### src/rtl/fetch_unit_if.sv
// fetch_unit_if
//   Bundles the instruction-memory request/response channel and the
//   fetch-to-decode channel of the fetch stage.
//
//   Handshake semantics (both directions):
//     A request transfers on a rising edge where valid && ready are both high.
//     The fetch unit may withdraw imem_req_valid without a transfer (on redirect),
//     so memory must not assume valid stays high until ready.
//     The response channel has no backpressure: imem_rsp_valid is a one-cycle
//     strobe carrying imem_rdata.
//     if_valid / if_ready: decode consumes {if_instr, if_pc} on valid && ready.
//
//   Modports:
//     master - the fetch unit (drives requests and the decode-side payload)
//     slave  - memory/decode environment
interface fetch_unit_if;
  logic        imem_req_valid;
  logic        imem_req_ready;
  logic [31:0] imem_addr;
  logic        imem_rsp_valid;
  logic [31:0] imem_rdata;
  logic        if_valid;
  logic        if_ready;
  logic [31:0] if_instr;
  logic [31:0] if_pc;

  modport master (
    output imem_req_valid, imem_addr, if_valid, if_instr, if_pc,
    input  imem_req_ready, imem_rsp_valid, imem_rdata, if_ready
  );

  modport slave (
    input  imem_req_valid, imem_addr, if_valid, if_instr, if_pc,
    output imem_req_ready, imem_rsp_valid, imem_rdata, if_ready
  );
endinterface

### src/rtl/fetch_unit.sv
// fetch_unit
//   Instruction-fetch stage of the sequential RV32I core. Owns the PC, keeps at
//   most one instruction-memory read outstanding, and presents {instr, pc} to
//   decode. A redirect (taken branch/jump from execute) reloads the PC with
//   priority over everything else.
//
// Ports:
//   clk, rst_n        clock, asynchronous active-low reset
//   bus               fetch_unit_if.master: imem request/response + decode side
//   redirect          taken branch/jump this cycle
//   redirect_target   new PC
//   misalign_trap     sticky misaligned-redirect flag (FETCH_MISALIGN_TRAP_EN only)
//   dbg_state         current FSM state for observation
//
// Configuration macro: FETCH_MISALIGN_TRAP_EN
//   undefined: redirect_target[1:0] is forced to 00.
//   defined  : a misaligned redirect parks the unit in TRAP until reset.
module fetch_unit #(
  parameter logic [31:0] RESET_PC  = 32'h0000_0000,
  parameter logic [31:0] NOP_INSTR = 32'h0000_0013
) (
  input  logic              clk,
  input  logic              rst_n,
  fetch_unit_if.master      bus,
  input  logic              redirect,
  input  logic [31:0]       redirect_target,
`ifdef FETCH_MISALIGN_TRAP_EN
  output logic              misalign_trap,
`endif
  output logic [2:0]        dbg_state
);

  typedef enum logic [2:0] {
    S_IDLE = 3'd0,
    S_REQ  = 3'd1,
    S_WAIT = 3'd2,
    S_HOLD = 3'd3,
    S_TRAP = 3'd4
  } state_t;

  state_t      state, state_d;
  logic [31:0] pc, pc_d;
  logic [31:0] instr_q, instr_d;
  // kill: the outstanding read belongs to a PC that a redirect has abandoned.
  logic        kill, kill_d;
  logic [31:0] tgt;

`ifdef FETCH_MISALIGN_TRAP_EN
  // Only aligned targets reach tgt's users; misaligned ones divert to TRAP.
  assign tgt = redirect_target;
`else
  logic unused_tgt_bits;
  assign tgt             = {redirect_target[31:2], 2'b00};
  assign unused_tgt_bits = ^redirect_target[1:0];
`endif

  always_ff @(posedge clk or negedge rst_n) begin
    if (!rst_n) begin
      state   <= S_IDLE;
      pc      <= RESET_PC;
      instr_q <= NOP_INSTR;
      kill    <= 1'b0;
    end else begin
      state   <= state_d;
      pc      <= pc_d;
      instr_q <= instr_d;
      kill    <= kill_d;
    end
  end

  always_comb begin
    state_d = state;
    pc_d    = pc;
    instr_d = instr_q;
    kill_d  = kill;
    case (state)
      S_IDLE: begin
        state_d = S_REQ;
        if (redirect) pc_d = tgt;
      end
      S_REQ: begin
        // Request is withdrawn during a redirect, so no handshake can occur.
        if (redirect)                pc_d    = tgt;
        else if (bus.imem_req_ready) state_d = S_WAIT;
      end
      S_WAIT: begin
        if (redirect) begin
          pc_d   = tgt;
          kill_d = 1'b1;
        end
        if (bus.imem_rsp_valid) begin
          if (kill || redirect) begin
            // Stale data for an abandoned PC: drop it and refetch.
            kill_d  = 1'b0;
            state_d = S_REQ;
          end else begin
            instr_d = bus.imem_rdata;
            state_d = S_HOLD;
          end
        end
      end
      S_HOLD: begin
        // A redirect wins over a same-cycle consume; the held word is dropped.
        if (redirect) begin
          pc_d    = tgt;
          state_d = S_REQ;
        end else if (bus.if_ready) begin
          pc_d    = pc + 32'd4;
          state_d = S_REQ;
        end
      end
      S_TRAP: begin
        state_d = S_TRAP;
      end
      default: state_d = S_IDLE;
    endcase
`ifdef FETCH_MISALIGN_TRAP_EN
    if (state != S_TRAP && redirect && redirect_target[1:0] != 2'b00) begin
      state_d = S_TRAP;
      pc_d    = redirect_target;
      kill_d  = 1'b0;
    end
`endif
  end

  assign bus.imem_req_valid = (state == S_REQ) && !redirect;
  assign bus.imem_addr      = pc;
  assign bus.if_valid       = (state == S_HOLD) && !redirect;
  assign bus.if_instr       = instr_q;
  assign bus.if_pc          = pc;
  assign dbg_state          = state;
`ifdef FETCH_MISALIGN_TRAP_EN
  assign misalign_trap      = (state == S_TRAP);
`endif

endmodule
### src/flat_wrapper.sv
// flat-port wrapper written by rule: the top's interface ports become plain ports
module fetch_unit_flat 
#(
  parameter logic [31:0] RESET_PC  = 32'h0000_0000,
  parameter logic [31:0] NOP_INSTR = 32'h0000_0013
)
  (clk, rst_n, redirect, redirect_target, dbg_state, bus_imem_req_valid, bus_imem_addr, bus_if_valid, bus_if_instr, bus_if_pc, bus_imem_req_ready, bus_imem_rsp_valid, bus_imem_rdata, bus_if_ready);
  fetch_unit_if bus_i ();
  input  logic clk;
  input  logic rst_n;
  input  logic redirect;
  input  logic [31:0] redirect_target;
  output logic [2:0] dbg_state;
  output wire logic [$bits(bus_i.imem_req_valid)-1:0] bus_imem_req_valid;
  output wire logic [$bits(bus_i.imem_addr)-1:0] bus_imem_addr;
  output wire logic [$bits(bus_i.if_valid)-1:0] bus_if_valid;
  output wire logic [$bits(bus_i.if_instr)-1:0] bus_if_instr;
  output wire logic [$bits(bus_i.if_pc)-1:0] bus_if_pc;
  input wire logic [$bits(bus_i.imem_req_ready)-1:0] bus_imem_req_ready;
  input wire logic [$bits(bus_i.imem_rsp_valid)-1:0] bus_imem_rsp_valid;
  input wire logic [$bits(bus_i.imem_rdata)-1:0] bus_imem_rdata;
  input wire logic [$bits(bus_i.if_ready)-1:0] bus_if_ready;
  assign bus_imem_req_valid = bus_i.imem_req_valid;
  assign bus_imem_addr = bus_i.imem_addr;
  assign bus_if_valid = bus_i.if_valid;
  assign bus_if_instr = bus_i.if_instr;
  assign bus_if_pc = bus_i.if_pc;
  assign bus_i.imem_req_ready = bus_imem_req_ready;
  assign bus_i.imem_rsp_valid = bus_imem_rsp_valid;
  assign bus_i.imem_rdata = bus_imem_rdata;
  assign bus_i.if_ready = bus_if_ready;
  fetch_unit #(.RESET_PC(RESET_PC), .NOP_INSTR(NOP_INSTR)) u_core (.clk(clk), .rst_n(rst_n), .bus(bus_i), .redirect(redirect), .redirect_target(redirect_target), .dbg_state(dbg_state));
endmodule
### config.mk
export PLATFORM = sky130hd
export DESIGN_NAME = fetch_unit_flat
export DESIGN_NICKNAME = d
export VERILOG_FILES = /design/src/rtl/fetch_unit_if.sv /design/src/rtl/fetch_unit.sv /design/src/flat_wrapper.sv
export SDC_FILE = /design/constraint.sdc
export NUM_CORES = 1
export LEC_CHECK = 0
export CAP_MARGIN = 20
export CORE_MARGIN = 1
export CORE_UTILIZATION = 42
export DETAILED_ROUTE_END_ITERATION = 8
export PLACE_DENSITY = 0.84
export RECOVER_POWER = 50
export SKIP_CTS_REPAIR_TIMING = 1
export SLEW_MARGIN = 20
export SYNTH_ARGS = -nofsm -noshare
export SYNTH_HDL_FRONTEND = slang
export SYNTH_SLANG_ARGS = --single-unit
### constraint.sdc
create_clock -name clk -period 2.1 [get_ports clk]
set_input_delay 0.42 -clock clk [delete_from_list [all_inputs] [get_ports clk]]
set_output_delay 0.42 -clock clk [all_outputs]
set_load 0.005 [all_outputs]
After elaboration in Yosys (flattened, before gate mapping)
Cells that the tools add are included.
Widths: inputs -> output; s select.
{"block": "word_totals", "inputBits": 70, "register_bits": 68, "word_cells": 39, "ramBits": 0, "latch_bits": 0, "mem_bits_ro": 0, "mem_count": 0, "out_inout_bits": 101}
{"block": "classes", "n_div": 0, "reduce_logical": 10, "bitwise": 1, "n_shift": 0, "mul": 0, "order_cmp": 0, "n_eq_ne": 9, "muxes": 14, "n_addsub": 1}
{"op": "$mux 32", "count": 3}
{"op": "$pmux 32 s2", "count": 1}
{"op": "$add 32x3->32 const B", "count": 1}
{"op": "$mux 3", "count": 5}
{"op": "$pmux 3 s5", "count": 1}
{"op": "$eq 3x2->1 const B", "count": 2}
{"op": "$ne 2x2->1 const B", "count": 3}
{"op": "$reduce_and 3->1", "count": 2}
{"op": "$reduce_and 4->1", "count": 1}
{"op": "$eq 3x1->1 const B", "count": 1}
{"op": "$eq 3x3->1 const B", "count": 1}
{"op": "$logic_not 3->1", "count": 1}
{"op": "$mux 1", "count": 3}
{"op": "$ne 3x3->1 const B", "count": 1}
{"op": "$reduce_or 3->1", "count": 1}
{"op": "$logic_and 1x1->1", "count": 2}
{"op": "$mux 2", "count": 1}
{"op": "$ne 2x1->1 const B", "count": 1}
{"op": "$reduce_bool 2->1", "count": 1}
{"op": "$logic_not 1->1", "count": 1}
{"op": "$logic_or 1x1->1", "count": 1}
{"op": "$not 1->1", "count": 1}

Longest topological paths before layout
{"block": "logic_depth", "ltp_word": 4, "depth_mapped": 8, "mapped_depth_nobuf": 6}

Worst setup path before layout
Ideal clock, no wire load.
{"block": "synth_path", "path_kind": "register -> output", "from": "register u_core.state[0] (netlist: u_core.dbg_state[0])", "to": "output port bus_if_valid", "t_required_ns": 1.680, "path_buffers": 3, "setup_slack_ns": 0.435, "t_arrival_ns": 1.245, "path_stages_with_launch": 7, "cell_sequence": "dfrtp_1 buf_2 nor2b_1 nand2_1 inv_2 buf_2 buf_4"}
{"block": "synth_between", "elab_chain_len": 2}
{"element": "start: declaration", "line": "fetch_unit.sv:41", "text": "state_t state, state_d;"}
{"element": "start signal: assignment", "line": "fetch_unit.sv:64", "text": "state <= state_d;"}
{"element": "$eq 3x2->1", "line": "fetch_unit.sv:128", "text": "assign bus.if_valid = (state == S_HOLD) && !redirect;"}
{"element": "$logic_and 1x1->1", "line": "fetch_unit.sv:128"}
{"element": "end: declaration", "line": "flat_wrapper.sv:16", "text": "output wire logic [$bits(bus_i.if_valid)-1:0] bus_if_valid;"}
No other way between the ends.

Final worst setup path
{"block": "layout_path", "from": "input port bus_if_ready", "to": "register u_core.pc[8] (netlist: u_core.bus.if_pc[8])"}
{"block": "layout_between", "elab_chain_len": 2}
{"element": "start: declaration", "line": "flat_wrapper.sv:22", "text": "input wire logic [$bits(bus_i.if_ready)-1:0] bus_if_ready;"}
{"element": "$ne 3x3->1 (no source line)"}
{"element": "$reduce_and 3->1 (no source line)"}
{"element": "end signal: assignment", "line": "fetch_unit.sv:65", "text": "pc <= pc_d;"}
{"element": "end: declaration", "line": "fetch_unit.sv:42", "text": "logic [31:0] pc, pc_d;"}
No other way between the ends.
A chain may end at the register's enable or synchronous reset.

==> out/results.txt <==
Run status -> finished, violations left
Failing checks -> capacitance limit, slew limit
Compound-Gate Fraction of Synth Area -> 0.1455
Mapped Cells -> 364
Slew headroom -> -0.1227
Minimum clock period -> 2.002 ns
Filler cells -> 648
Num Clock Sinks -> 66
Nets@finish -> 586
CP Max Fanout -> 9
Drt wl/cell -> 16.40 um
Starting DRT DRC Count -> 200
Simple-gate share of the synthesized area -> 0.1892
Die Height -> 94.97 um
Power Total -> 4246 uW
Row count -> 33
Die extent in x -> 94.97 um
Worst-path clk slew -> 0.07 ns
Initial antenna violation count -> 0
CTS tree -> built
CP endpoint kind -> register
H-tree levels -> 3
Critical-path cell list -> dlygate4sd3_1 -> a31oi_1 -> clkbuf_1 -> clkbuf_1 -> a21oi_1 -> a21oi_1 -> a21oi_1
Slowest cell on the critical path -> dlygate4sd3_1
Hold Violations, Final -> 0
CP required -> 2.31 ns
Vias per cell -> 5.437
TritonCTS Buffers -> 9
Clk Latency, worst-skew pair -> 0.34 ns
Area leader, netlist -> dfrtp_1
Mapped cell area -> 0.003630 mm2
# setup viols final -> 0
CTS max path bufs -> 2
P per Cell Area -> 781.2 mW/mm2
Maximum vdd drop -> 0.4324 mV
Core box area -> 0.008299 mm2
RSZ-0062 raised after global routing -> false
CP top delay family -> buffers and inverters
TNS Setup -> 0 ns
F_max -> 0.4994 GHz
Synth Flop Type -> dfrtp_1
Worst Setup Path Type -> in2reg
Number of max-cap violations -> 1
IO Port Bufs -> 164
Ranking of synthesized cells by area -> dfrtp_1, mux2_1, buf_4
Hold Crit Class -> in2reg
Area Overhead vs Synth -> 49.74%
Worst Setup Slack, final -> 0.09755 ns
Mux contribution to synthesized area -> 0.1020
Static Leak -> 0.002326 uW
Commonest non-fill, non-tap cell in the layout -> clkdlybuf4s50_1
Cell mode on critical path -> a21oi_1
DIE AREA -> 0.009018 mm2
Routed vias -> 3,398
Drt total wl -> 10,250 um
Commonest cells after routing, fill and taps aside -> clkdlybuf4s50_1, dfrtp_1, dlygate4sd3_1
Post-route insts no fill -> 625
Setup WS pre-CTS -> -0.1146 ns
Pin count of the biggest net entering global routing -> 67
Post-synthesis cell type count -> 54
Highest cell delay on the worst timing path -> 0.63 ns
Ports -> 171
Synth Area in XOR/XNOR -> 0
Tightest Pin Transition -> 1.684 ns
Root Driver -> clkbuf_8
Seq/Total Area, Yosys -> 0.4560
Hpwl dp -> 7675 um
Overflow after GRT -> 0
Mean Syn Cell Area -> 9.972 um2
Number of synthesized register bits -> 66
Crit path arrival time -> 2.21 ns
Placed cells -> 609
First-pass GRT wire length -> 15,590 um
Vias in the first global route -> 3,225
Ys Warns -> 0
Post-route antenna net violation count -> 0
Total GRT Usage -> 0.2238
Skew final -> 0.008171 ns
Fin. max-slew vios -> 67
Initial Utilization -> 0.4374
CP Launch Type -> input port
Buf/Inv on CP -> 3
Pre-antenna DRT Iters -> 5
Gp weighted congestion -> 0.9070
Post-synth EDFFs -> 0
DR DRC count -> 0
Top-area cell type share of the netlist area -> 0.4343
Largest family of logic cells by synthesized area -> simple AND/OR/NAND/NOR gates
ANT cells -> 0
Ys async rst share -> 1.000
Share of post-route cells with drive strength above 1 -> 0.1212
Final period util -> 0.9535
Adder-Cell Fraction of Synth Area -> 0.003447
## logic make-up after synthesis
group                      Yosys count
adders and majority gates            1
buffers and inverters               56
and+or+nand+nor                    122
DFF                                 66
other                                1
AOI/OAI and AO/OA                   85
muxes                               33
## area by class of cell
class,count,area (um2),area share
well taps,105,131.4,0.02417
multi-input cells,245,1619,0.2979
clock inverters,6,67.56,0.01243
inverters,6,22.52,0.004144
clock buffers,10,127.6,0.02348
flip-flops and latches,66,1655,0.3046
repair buffers,187,1812,0.3333
## registers in the layout, indices dropped and copies added, names as in the netlist
register,cells
u_core.bus.if_instr,32
u_core.bus.if_pc,30
u_core.dbg_state,3
u_core.kill,1
## per-stage QoR
stage | hold slack [ns] | area, um2 | utilization
final | 0.4253 | 5435 | 0.6549
after global routing | 0.4476 | 5435 | 0.6549
after CTS | 0.09208 | 5464 | 0.6584
after detailed placement | 0.4653 | 5269 | 0.6349
after global placement | 0.4537 | 5269 | 0.6349
after floorplan | 0.1244 | 3641 | -
## cells in the mapped netlist (4+ instances only)
cell type and n:
dfrtp_1 63, buf_4 38, a21oi_1 30, mux2_1 30, nor2_1 28, nand2_1 25
o21ai_0 18, nand3_1 14, nor3_1 14, nand4_1 11, buf_2 8, a211oi_1 6
o22ai_1 6, inv_1 5, a31oi_1 4, and2_1 4, or3_1 4
## per-layer routing
layer  share of wire  vias to the layer above  global-route usage
met3           0.077                       20             0.04831
met2            0.52                      168              0.3801
met4           0.017                        0             0.07955
met1            0.39                     1623              0.2795
met5               0                        -                   0
li1                -                     1587                   -
## path summary, 6_finish.rpt
kind,from,end,slack (ns),depth (start not counted)
max,bus_if_ready,u_core.bus.if_pc[8]$_DFFE_PN0P_,0.1,7
min,redirect,u_core.bus.if_pc[2]$_DFFE_PN0P_,0.43,3
min in group asynchronous,rst_n,u_core.bus.if_instr[31]$_DFFE_PN0P_,0.60,2
max in group asynchronous,rst_n,u_core.bus.if_pc[14]$_DFFE_PN0P_,0.50,2
max reg2reg,u_core.bus.if_pc[2]$_DFFE_PN0P_,u_core.bus.if_pc[12]$_DFFE_PN0P_,0.17,6
min reg2reg,u_core.dbg_state[0]$_DFFE_PN0P_,u_core.dbg_state[2]$_DFFE_PN0P_,0.47,1
## report_power, final
part           internal (uW)  total (uW)  leakage, uW  switching, uW
sequential              1550        1800     0.000801            251
combinational            877        1390      0.00143            513
clock                    550        1060    0.0000925            507
total                   2980        4250      0.00233           1270
## worst reg2reg max path, cell delays in order, from the launching register on
cell and delay (ns):
dfrtp_1 0.45, ha_1 0.24, and2_1 0.24, nand3_1 0.31, or3_1 0.40, o21ai_0 0.08, a21oi_1 0.09
(Power assumes the default switching activity.)
